$ cat config.mk
export PLATFORM = sky130hd
export DESIGN_NAME = slot_index_encoder_flat
export DESIGN_NICKNAME = d
export VERILOG_FILES = /design/src/rtl/slot_index_pkg.sv /design/src/rtl/slot_index_encoder_if.sv /design/src/rtl/zero_count_tree.sv /design/src/rtl/slot_index_encoder.sv /design/src/flat_wrapper.sv
export SDC_FILE = /design/constraint.sdc
export NUM_CORES = 1
export LEC_CHECK = 0
export CORE_AREA = 2 2 39 41
export DETAILED_ROUTE_END_ITERATION = 6
export DIE_AREA = 0 0 41 43
export GPL_TIMING_DRIVEN = 1
export PLACE_DENSITY = 0.71
export SLEW_MARGIN = 20
export SYNTH_ARGS = -nofsm -noshare
export SYNTH_HDL_FRONTEND = slang
export SYNTH_SLANG_ARGS = --single-unit
$ cat constraint.sdc
create_clock -name clk_i -period 2.3 [get_ports clk_i]
set_clock_uncertainty 0.1 [all_clocks]
set_input_delay 0.46 -clock clk_i [delete_from_list [all_inputs] [get_ports clk_i]]
set_output_delay 0.46 -clock clk_i [all_outputs]
set_load 0.01 [all_outputs]
$ cat src/rtl/slot_index_pkg.sv
// Shared definitions for the slot index encoder: the zero-counter direction
// constants and the index-width helper used by the interface and the RTL.
package slot_index_pkg;

  // Zero-counter scan direction.
  localparam int LZC_TRAILING = 0;
  localparam int LZC_LEADING  = 1;

  // Width of an index into a vector of n bits. A 1-bit vector still gets a
  // 1-bit index so that no port collapses to zero width.
  function automatic int idx_width(input int n);
    return (n <= 1) ? 1 : $clog2(n);
  endfunction

endpackage

$ cat src/rtl/slot_index_encoder_if.sv
// Bus bundle of the slot index encoder. The master drives the input vectors
// and valid; the slave (the encoder) returns the registered results.
interface slot_index_encoder_if
  import slot_index_pkg::*;
#(
  parameter int WIDTH = 8
);

  localparam int IDX_W = idx_width(WIDTH);

  logic             valid_i;
  logic [WIDTH-1:0] lz_in_i;
  logic [WIDTH-1:0] oh_in_i;
  logic             valid_o;
  logic [IDX_W-1:0] cnt_o;
  logic             empty_o;
  logic [IDX_W-1:0] bin_o;
  logic             oh_err_o;

  modport master (
    output valid_i, lz_in_i, oh_in_i,
    input  valid_o, cnt_o, empty_o, bin_o, oh_err_o
  );

  modport slave (
    input  valid_i, lz_in_i, oh_in_i,
    output valid_o, cnt_o, empty_o, bin_o, oh_err_o
  );

endinterface

$ cat src/rtl/zero_count_tree.sv
// Combinational trailing/leading zero counter built as a binary priority
// tree. Leading-zero mode mirrors the input so both modes share one
// trailing-zero tree. cnt is forced to 0 when the input is all zero.
module zero_count_tree
  import slot_index_pkg::*;
#(
  parameter int WIDTH = 8,
  parameter int MODE  = LZC_TRAILING
) (
  input  logic [WIDTH-1:0]            in_vec,
  output logic [idx_width(WIDTH)-1:0] cnt,
  output logic                        empty
);

  localparam int IDX_W = idx_width(WIDTH);
  localparam int LEAVES = 1 << IDX_W;

  logic [LEAVES-1:0] scan;
  logic              node_v   [IDX_W+1][LEAVES];
  logic [IDX_W-1:0]  node_idx [IDX_W+1][LEAVES];

  // Map the input onto the leaves: bit-reverse for leading-zero mode and
  // pad the unused leaves up to the next power of two with zeros.
  always_comb begin
    // NOTE: every combinational output gets a default before any conditional
    // assignment, otherwise unassigned paths infer latches.
    scan = '0;
    for (int i = 0; i < WIDTH; i++) begin
      scan[i] = (MODE == LZC_LEADING) ? in_vec[WIDTH-1-i] : in_vec[i];
    end
  end

  // Reduce pairs level by level; the lower child wins, and the winner's
  // side contributes one index bit per level.
  always_comb begin
    for (int l = 0; l <= IDX_W; l++) begin
      for (int i = 0; i < LEAVES; i++) begin
        node_v[l][i]   = 1'b0;
        node_idx[l][i] = '0;
      end
    end
    for (int i = 0; i < LEAVES; i++) begin
      node_v[0][i] = scan[i];
    end
    for (int l = 0; l < IDX_W; l++) begin
      for (int j = 0; j < (LEAVES >> (l + 1)); j++) begin
        node_v[l+1][j] = node_v[l][2*j] | node_v[l][2*j+1];
        if (node_v[l][2*j]) begin
          node_idx[l+1][j] = node_idx[l][2*j];
        end else begin
          node_idx[l+1][j] = node_idx[l][2*j+1] | (IDX_W'(1) << l);
        end
      end
    end
  end

  // Root of the tree; an empty input reports a count of zero.
  always_comb begin
    empty = ~node_v[IDX_W][0];
    cnt   = empty ? '0 : node_idx[IDX_W][0];
  end

endmodule

$ cat src/rtl/slot_index_encoder.sv
// Registered index encoder for the AXI guard tables: a configurable
// trailing/leading zero counter (first free slot) and a one-hot-to-binary
// encoder (ID match to table index), both registered once for a fixed
// 1-cycle latency.
// Optional feature: define SLOT_INDEX_ENCODER_ONEHOT_CHECK_EN to register a
// multi-hot flag on oh_err_o (and raise $error in simulation); otherwise
// oh_err_o is tied to 0.
module slot_index_encoder
  import slot_index_pkg::*;
#(
  parameter int WIDTH = 8,
  parameter int MODE  = LZC_TRAILING
) (
  input  logic                 clk_i,
  input  logic                 rst_ni,
  slot_index_encoder_if.slave  bus
);

  localparam int IDX_W = idx_width(WIDTH);

  if (WIDTH < 1 || (MODE != LZC_TRAILING && MODE != LZC_LEADING)) begin : g_bad_cfg
    $fatal(1, "slot_index_encoder: illegal WIDTH=%0d or MODE=%0d", WIDTH, MODE);
  end

  logic [IDX_W-1:0] cnt_c;
  logic             empty_c;
  logic [IDX_W-1:0] bin_c;

  zero_count_tree #(
    .WIDTH (WIDTH),
    .MODE  (MODE)
  ) u_zero_count_tree (
    .in_vec (bus.lz_in_i),
    .cnt    (cnt_c),
    .empty  (empty_c)
  );

  // One-hot to binary: OR together the index of every set bit, so a
  // multi-hot input yields a defined (if meaningless) index.
  always_comb begin
    bin_c = '0;
    for (int i = 0; i < WIDTH; i++) begin
      if (bus.oh_in_i[i]) begin
        bin_c = bin_c | IDX_W'(i);
      end
    end
  end

  // Output registers: valid follows valid_i every cycle, data only loads on
  // a valid input and otherwise holds.
  always_ff @(posedge clk_i or negedge rst_ni) begin
    // NOTE: sequential state uses non-blocking assignments so every register
    // samples pre-edge values regardless of statement order.
    if (!rst_ni) begin
      bus.valid_o <= 1'b0;
      bus.cnt_o   <= '0;
      bus.empty_o <= 1'b0;
      bus.bin_o   <= '0;
    end else begin
      bus.valid_o <= bus.valid_i;
      if (bus.valid_i) begin
        bus.cnt_o   <= cnt_c;
        bus.empty_o <= empty_c;
        bus.bin_o   <= bin_c;
      end
    end
  end

`ifdef SLOT_INDEX_ENCODER_ONEHOT_CHECK_EN
  logic oh_multi_c;

  // More than one bit set in the match vector.
  always_comb begin
    oh_multi_c = ($countones(bus.oh_in_i) > 1);
  end

  // Multi-hot flag register, loaded alongside the data registers.
  always_ff @(posedge clk_i or negedge rst_ni) begin
    if (!rst_ni) begin
      bus.oh_err_o <= 1'b0;
    end else if (bus.valid_i) begin
      bus.oh_err_o <= oh_multi_c;
    end
  end

`ifndef SYNTHESIS
  // Simulation-only report of a multi-hot match vector.
  always @(posedge clk_i) begin
    if (rst_ni && bus.valid_i) begin
      assert (!oh_multi_c)
      else $error("slot_index_encoder: oh_in_i 0x%0h is not one-hot", bus.oh_in_i);
    end
  end
`endif
`else
  assign bus.oh_err_o = 1'b0;
`endif

endmodule

$ cat src/flat_wrapper.sv
// flat-port wrapper written by rule: the top's interface ports become plain ports
module slot_index_encoder_flat import slot_index_pkg::*;
#(
  parameter int WIDTH = 8,
  parameter int MODE  = LZC_TRAILING
)
  (clk_i, rst_ni, bus_valid_i, bus_lz_in_i, bus_oh_in_i, bus_valid_o, bus_cnt_o, bus_empty_o, bus_bin_o, bus_oh_err_o);
  slot_index_encoder_if #(.WIDTH(WIDTH)) bus_i ();
  input  logic clk_i;
  input  logic rst_ni;
  input wire logic [$bits(bus_i.valid_i)-1:0] bus_valid_i;
  input wire logic [$bits(bus_i.lz_in_i)-1:0] bus_lz_in_i;
  input wire logic [$bits(bus_i.oh_in_i)-1:0] bus_oh_in_i;
  output wire logic [$bits(bus_i.valid_o)-1:0] bus_valid_o;
  output wire logic [$bits(bus_i.cnt_o)-1:0] bus_cnt_o;
  output wire logic [$bits(bus_i.empty_o)-1:0] bus_empty_o;
  output wire logic [$bits(bus_i.bin_o)-1:0] bus_bin_o;
  output wire logic [$bits(bus_i.oh_err_o)-1:0] bus_oh_err_o;
  assign bus_i.valid_i = bus_valid_i;
  assign bus_i.lz_in_i = bus_lz_in_i;
  assign bus_i.oh_in_i = bus_oh_in_i;
  assign bus_valid_o = bus_i.valid_o;
  assign bus_cnt_o = bus_i.cnt_o;
  assign bus_empty_o = bus_i.empty_o;
  assign bus_bin_o = bus_i.bin_o;
  assign bus_oh_err_o = bus_i.oh_err_o;
  slot_index_encoder #(.WIDTH(WIDTH), .MODE(MODE)) u_core (.clk_i(clk_i), .rst_ni(rst_ni), .bus(bus_i));
endmodule
Word-level counts from Yosys, hierarchy flattened. Index checks and enable logic that the tools add are counted.

Bits in registers: 8. Input port bits: 19. Output and inout bits: 9. Word-level logic and storage cells: 27.

Multiplexer cells: 15. Bitwise operators: 8.

Operator list (count): 3-bit 2-to-1 mux (6); 2-bit 2-to-1 mux (4); 1-bit bitwise OR (7); 1-bit 2-to-1 mux (5); 1-bit NOT (1).

Logic depth before layout (Yosys ltp).
Depth after elaboration: 7. Depth in mapped cells: 3. Mapped depth without buffers: 3.

Cells and area by module. Synthesis repeated with hierarchy kept, for this count alone.

Cell total of the unflattened synthesis: 39. Area, all modules: 412.9 um^2.

By module, submodules not included: slot_index_encoder (times used 1, cells each 24, area an instance 327.8 um^2, seq. area each 200.2 um^2); zero_count_tree (times used 1, cells each 15, area an instance 85.1 um^2, seq. area each 0.0 um^2).

Worst setup path after synthesis. OpenSTA, ideal clock, no wires.

Path kind: in2reg. Start: in bus_lz_in_i[5]. End: reg u_core.bus.cnt_o[2]. Setup time: 123 ps. Arrival time: 931 ps. Required time: 2077 ps. Setup slack: 1146 ps. Stages: 3. Path buffers: 0. Cells stage by stage: nor4_1 nand3b_1 o21ai_1.

Longest elaborated chain between the ends: 4.

RTL lines: start, declared (line flat_wrapper.sv:12) `input wire logic [$bits(bus_i.lz_in_i)-1:0] bus_lz_in_i;`; 1-bit bitwise OR (3 in series) (line zero_count_tree.sv:47) `node_v[l+1][j] = node_v[l][2*j] | node_v[l][2*j+1];`; 3-bit 2-to-1 mux (line zero_count_tree.sv:60) `cnt = empty ? '0 : node_idx[IDX_W][0];`; end signal, assigned (line slot_index_encoder.sv:62) `bus.cnt_o <= cnt_c;`; end, declared (line slot_index_encoder_if.sv:27) `output valid_o, cnt_o, empty_o, bin_o, oh_err_o`.

Every way passes these cells. A chain may end at the register's enable or synchronous reset.

Worst setup path after layout.
Start: reg u_core.bus.cnt_o[0]. End: out bus_cnt_o[0].

RTL lines: end, declared (line flat_wrapper.sv:15) `output wire logic [$bits(bus_i.cnt_o)-1:0] bus_cnt_o;`.

No word-level cell between the ends.

==> qor.yml <==
power:
  p_leak_nw: 0.258
  pwr-share-seq_pct: 45.4
  p_per_area_mw_per_mm2: 486
  ir_drop_mv: 0.261
  power.internal_mw: 0.254
  p_sw_share_pct: 23.9
  p_sw_mw: 0.0796
  power.clock.fraction_pct: 32.0
  power_frac_comb_pct: 22.6
layout:
  drive_above_1_share_pct: 7.25
  area_growth_pct: 72.1
  diodes: 0
  nNetsFinal: 90
  final_area_um2: 687
  layoutNonFillerInstCount: 85
clock_tree:
  cts.sinks: 8
  cts_max_level: 1
  cts_made_buffers: 3
  cts_resized: 0
  cts_tree: "yes"
  clk_latency_ns: 0.25
  post_cts_buffers: 0
  clockBufferDepth: 2
  clk_pin_slew_ns: 0.06
  cts-root-buf: "clkbuf_4"
  cts_hold_buf: 0
synth:
  synth_warnings: 0
  synth_top_cell_area_share_pct: 50.2
  synth_cell_types: 21
  synth_fp_nets: 61
  avgSynthCellArea_um2: 9.50
  ys_ff_latch: 8
  yosys-top-cells-area: "dfrtp_1, nor4_1, nor2_1"
  synthesis.area_um2: 399
  yosysTopAreaCell: "dfrtp_1"
  seq_area_frac_synth_pct: 50.2
  synth_top_family_by_area: "simple AND/OR/NAND/NOR gates"
  synthXorXnorAreaFrac_pct: 0
  synthSimpleGateAreaFrac_pct: 28.8
  synthCells: 42
  synth-compound-area-share_pct: 14.1
  synthMuxAreaShare_pct: 0
  synthAdderAreaFrac_pct: 0
worst_setup_path:
  slowest_delay_ns: 0.55
  critPathRequiredTime_ns: 1.74
  rr_worst_depth: 2
  worst-path-buf-inv: 1
  cp-endpoint: "bus_cnt_o[0]"
  setup.worst_path.end_class: "output pin"
  timing.rr.end: "u_core.bus.cnt_o[0]"
  worstPathArrival_ns: 1.15
  r2r-start: "u_core.bus.cnt_o[0]"
  start_kind: "flop"
  crit_cells: 1
  rrSetupSlack_ns: 1.50
  worst_path_dominant_cell_family: "buffers and inverters"
  crit_start: "u_core.bus.cnt_o[0]"
  critical-path-slowest-cell: "clkdlybuf4s50_1"
  crit_type: "flop to output pin"
  crit_chain: "clkdlybuf4s50_1"
  worstPathMaxFanout: 2
worst_hold_path:
  hp-class: "input port to async pin"
floorplan:
  die_h_um: 43
  initial_core_util_pct: 28.8
  fp.dieW_um: 41
  fp.dieArea_mm2: 0.00176
  core_area_mm2: 0.00138
  io-pin-count: 28
  row_count: 14
grt:
  grt_pass1_vias: 383
  grt_pass1_wl_um: 1480
  track_usage_pct: 12.3
  antenna_found_initial: 0
  overflow: 0
  grt_max_degree: 10
routing:
  drt_iter0_markers: 6
  final_antenna_net_count: 0
  first_pass_iters: 5
  drc: 0
  vias_per_cell: 4.73
  num_vias: 402
  wl_per_cell_um: 11.2
  finalWirelength_um: 951
sta:
  period_share_pct: 74.2
  maxSlewViolCount: 0
  setup_violations: 0
  setup_tns_ns: 0
  grt_setup_unrepaired: "no"
  finalCriticalPeriod_ns: 1.71
  hold-worst-slack_ns: 0.378
  finalHoldViolations: 0
  fmax_ghz: 0.586
placed_design:
  globalplace.congestion: 0.752
  portBuffers: 25
  place_hpwl_um: 804
  dpl_cell_area_um2: 664
  place_inst: 82
job:
  max_cap_viol_count: 0
run_status:
  status: "completed"
[per-layer routing]
metal	up-vias	global-route usage [%]	share of wire, %
li1	203	-	-
met1	187	15.0	41
met2	12	20.0	55
met3	0	3.14	3.8
met4	0	4.00	0
met5	-	0	0
[kinds of logic after synthesis]
kind of cell | after synthesis
compound gates | 9
buf+inv | 5
flops | 8
other cells | 1
simple gates | 19
[synthesized netlist by cell type, drive strengths merged]
library cell	n
nand3	1
o211ai	1
nand2	2
inv	3
buf	2
dfrtp	8
o22ai	1
nand3b	1
nor2b	1
o21ai	2
nand2b	2
a21oi	3
o31a	1
o221ai	1
nor2	6
conb	1
and2b	1
nor4	5
[layout make-up]
cell class | count | area (µm²)
clock buffer | 3 | 22.5
tap | 16 | 20.0
inverter | 3 | 11.3
multi-input combinational | 29 | 175
fill | 145 | 697
timing repair buffer | 26 | 258
sequential | 8 | 200
[sequential cells by signal, indices dropped and copies added (netlist names)]
name / count
u_core.bus.empty_o: 1
u_core.bus.valid_o: 1
u_core.bus.bin_o: 3
u_core.bus.cnt_o: 3
[cells in the final DEF (no fill, tap or decap), types with 2 or more instances in the layout]
master           synthesis  layout
nand2_1                  2       2
clkdlybuf4s50_1          0      25
nor4_1                   4       4
inv_1                    3       3
nand2b_1                 2       2
dfrtp_1                  8       8
a21oi_1                  3       3
nor2_1                   6       6
clkbuf_4                 0       3
[metrics by stage]
| step | utilization [%] | setup WS [ns] | total power [mW] |
|---|---|---|---|
| 3_5_place_dp | 48.0 | 0.550 | 0.230 |
| 2_1_floorplan | - | 1.15 | 0.175 |
| 5_1_grt | 49.6 | 0.549 | 0.349 |
| 4_1_cts | 49.6 | 0.576 | 0.338 |
| 3_3_place_gp | 48.0 | 0.574 | 0.229 |
| 6_report | 49.6 | 0.593 | 0.334 |
[power groups by stage]
stage	Clock, mW	Combinational (mW)	Sequential [mW]
4_1_cts	0.110	0.0764	0.152
3_3_place_gp	0	0.0754	0.153
5_1_grt	0.116	0.0812	0.152
3_5_place_dp	0	0.0764	0.154
6_report	0.107	0.0754	0.151
2_1_floorplan	0	0.0178	0.157
[how the worst min path moves through the flow]
stage                        start             endpoint  slack, ns  cells past startpoint
6_report                    rst_ni  u_core.bus.cnt_o[2]       0.38                      1
5_1_grt                     rst_ni  u_core.bus.bin_o[1]       0.40                      1
4_1_cts                     rst_ni  u_core.bus.cnt_o[2]       0.39                      1
3_5_place_dp   u_core.bus.cnt_o[0]  u_core.bus.cnt_o[0]       0.40                      2
3_3_place_gp   u_core.bus.cnt_o[0]  u_core.bus.cnt_o[0]       0.40                      2
2_1_floorplan               rst_ni  u_core.bus.bin_o[0]       0.06                      0
(Power assumes the default switching activity.)
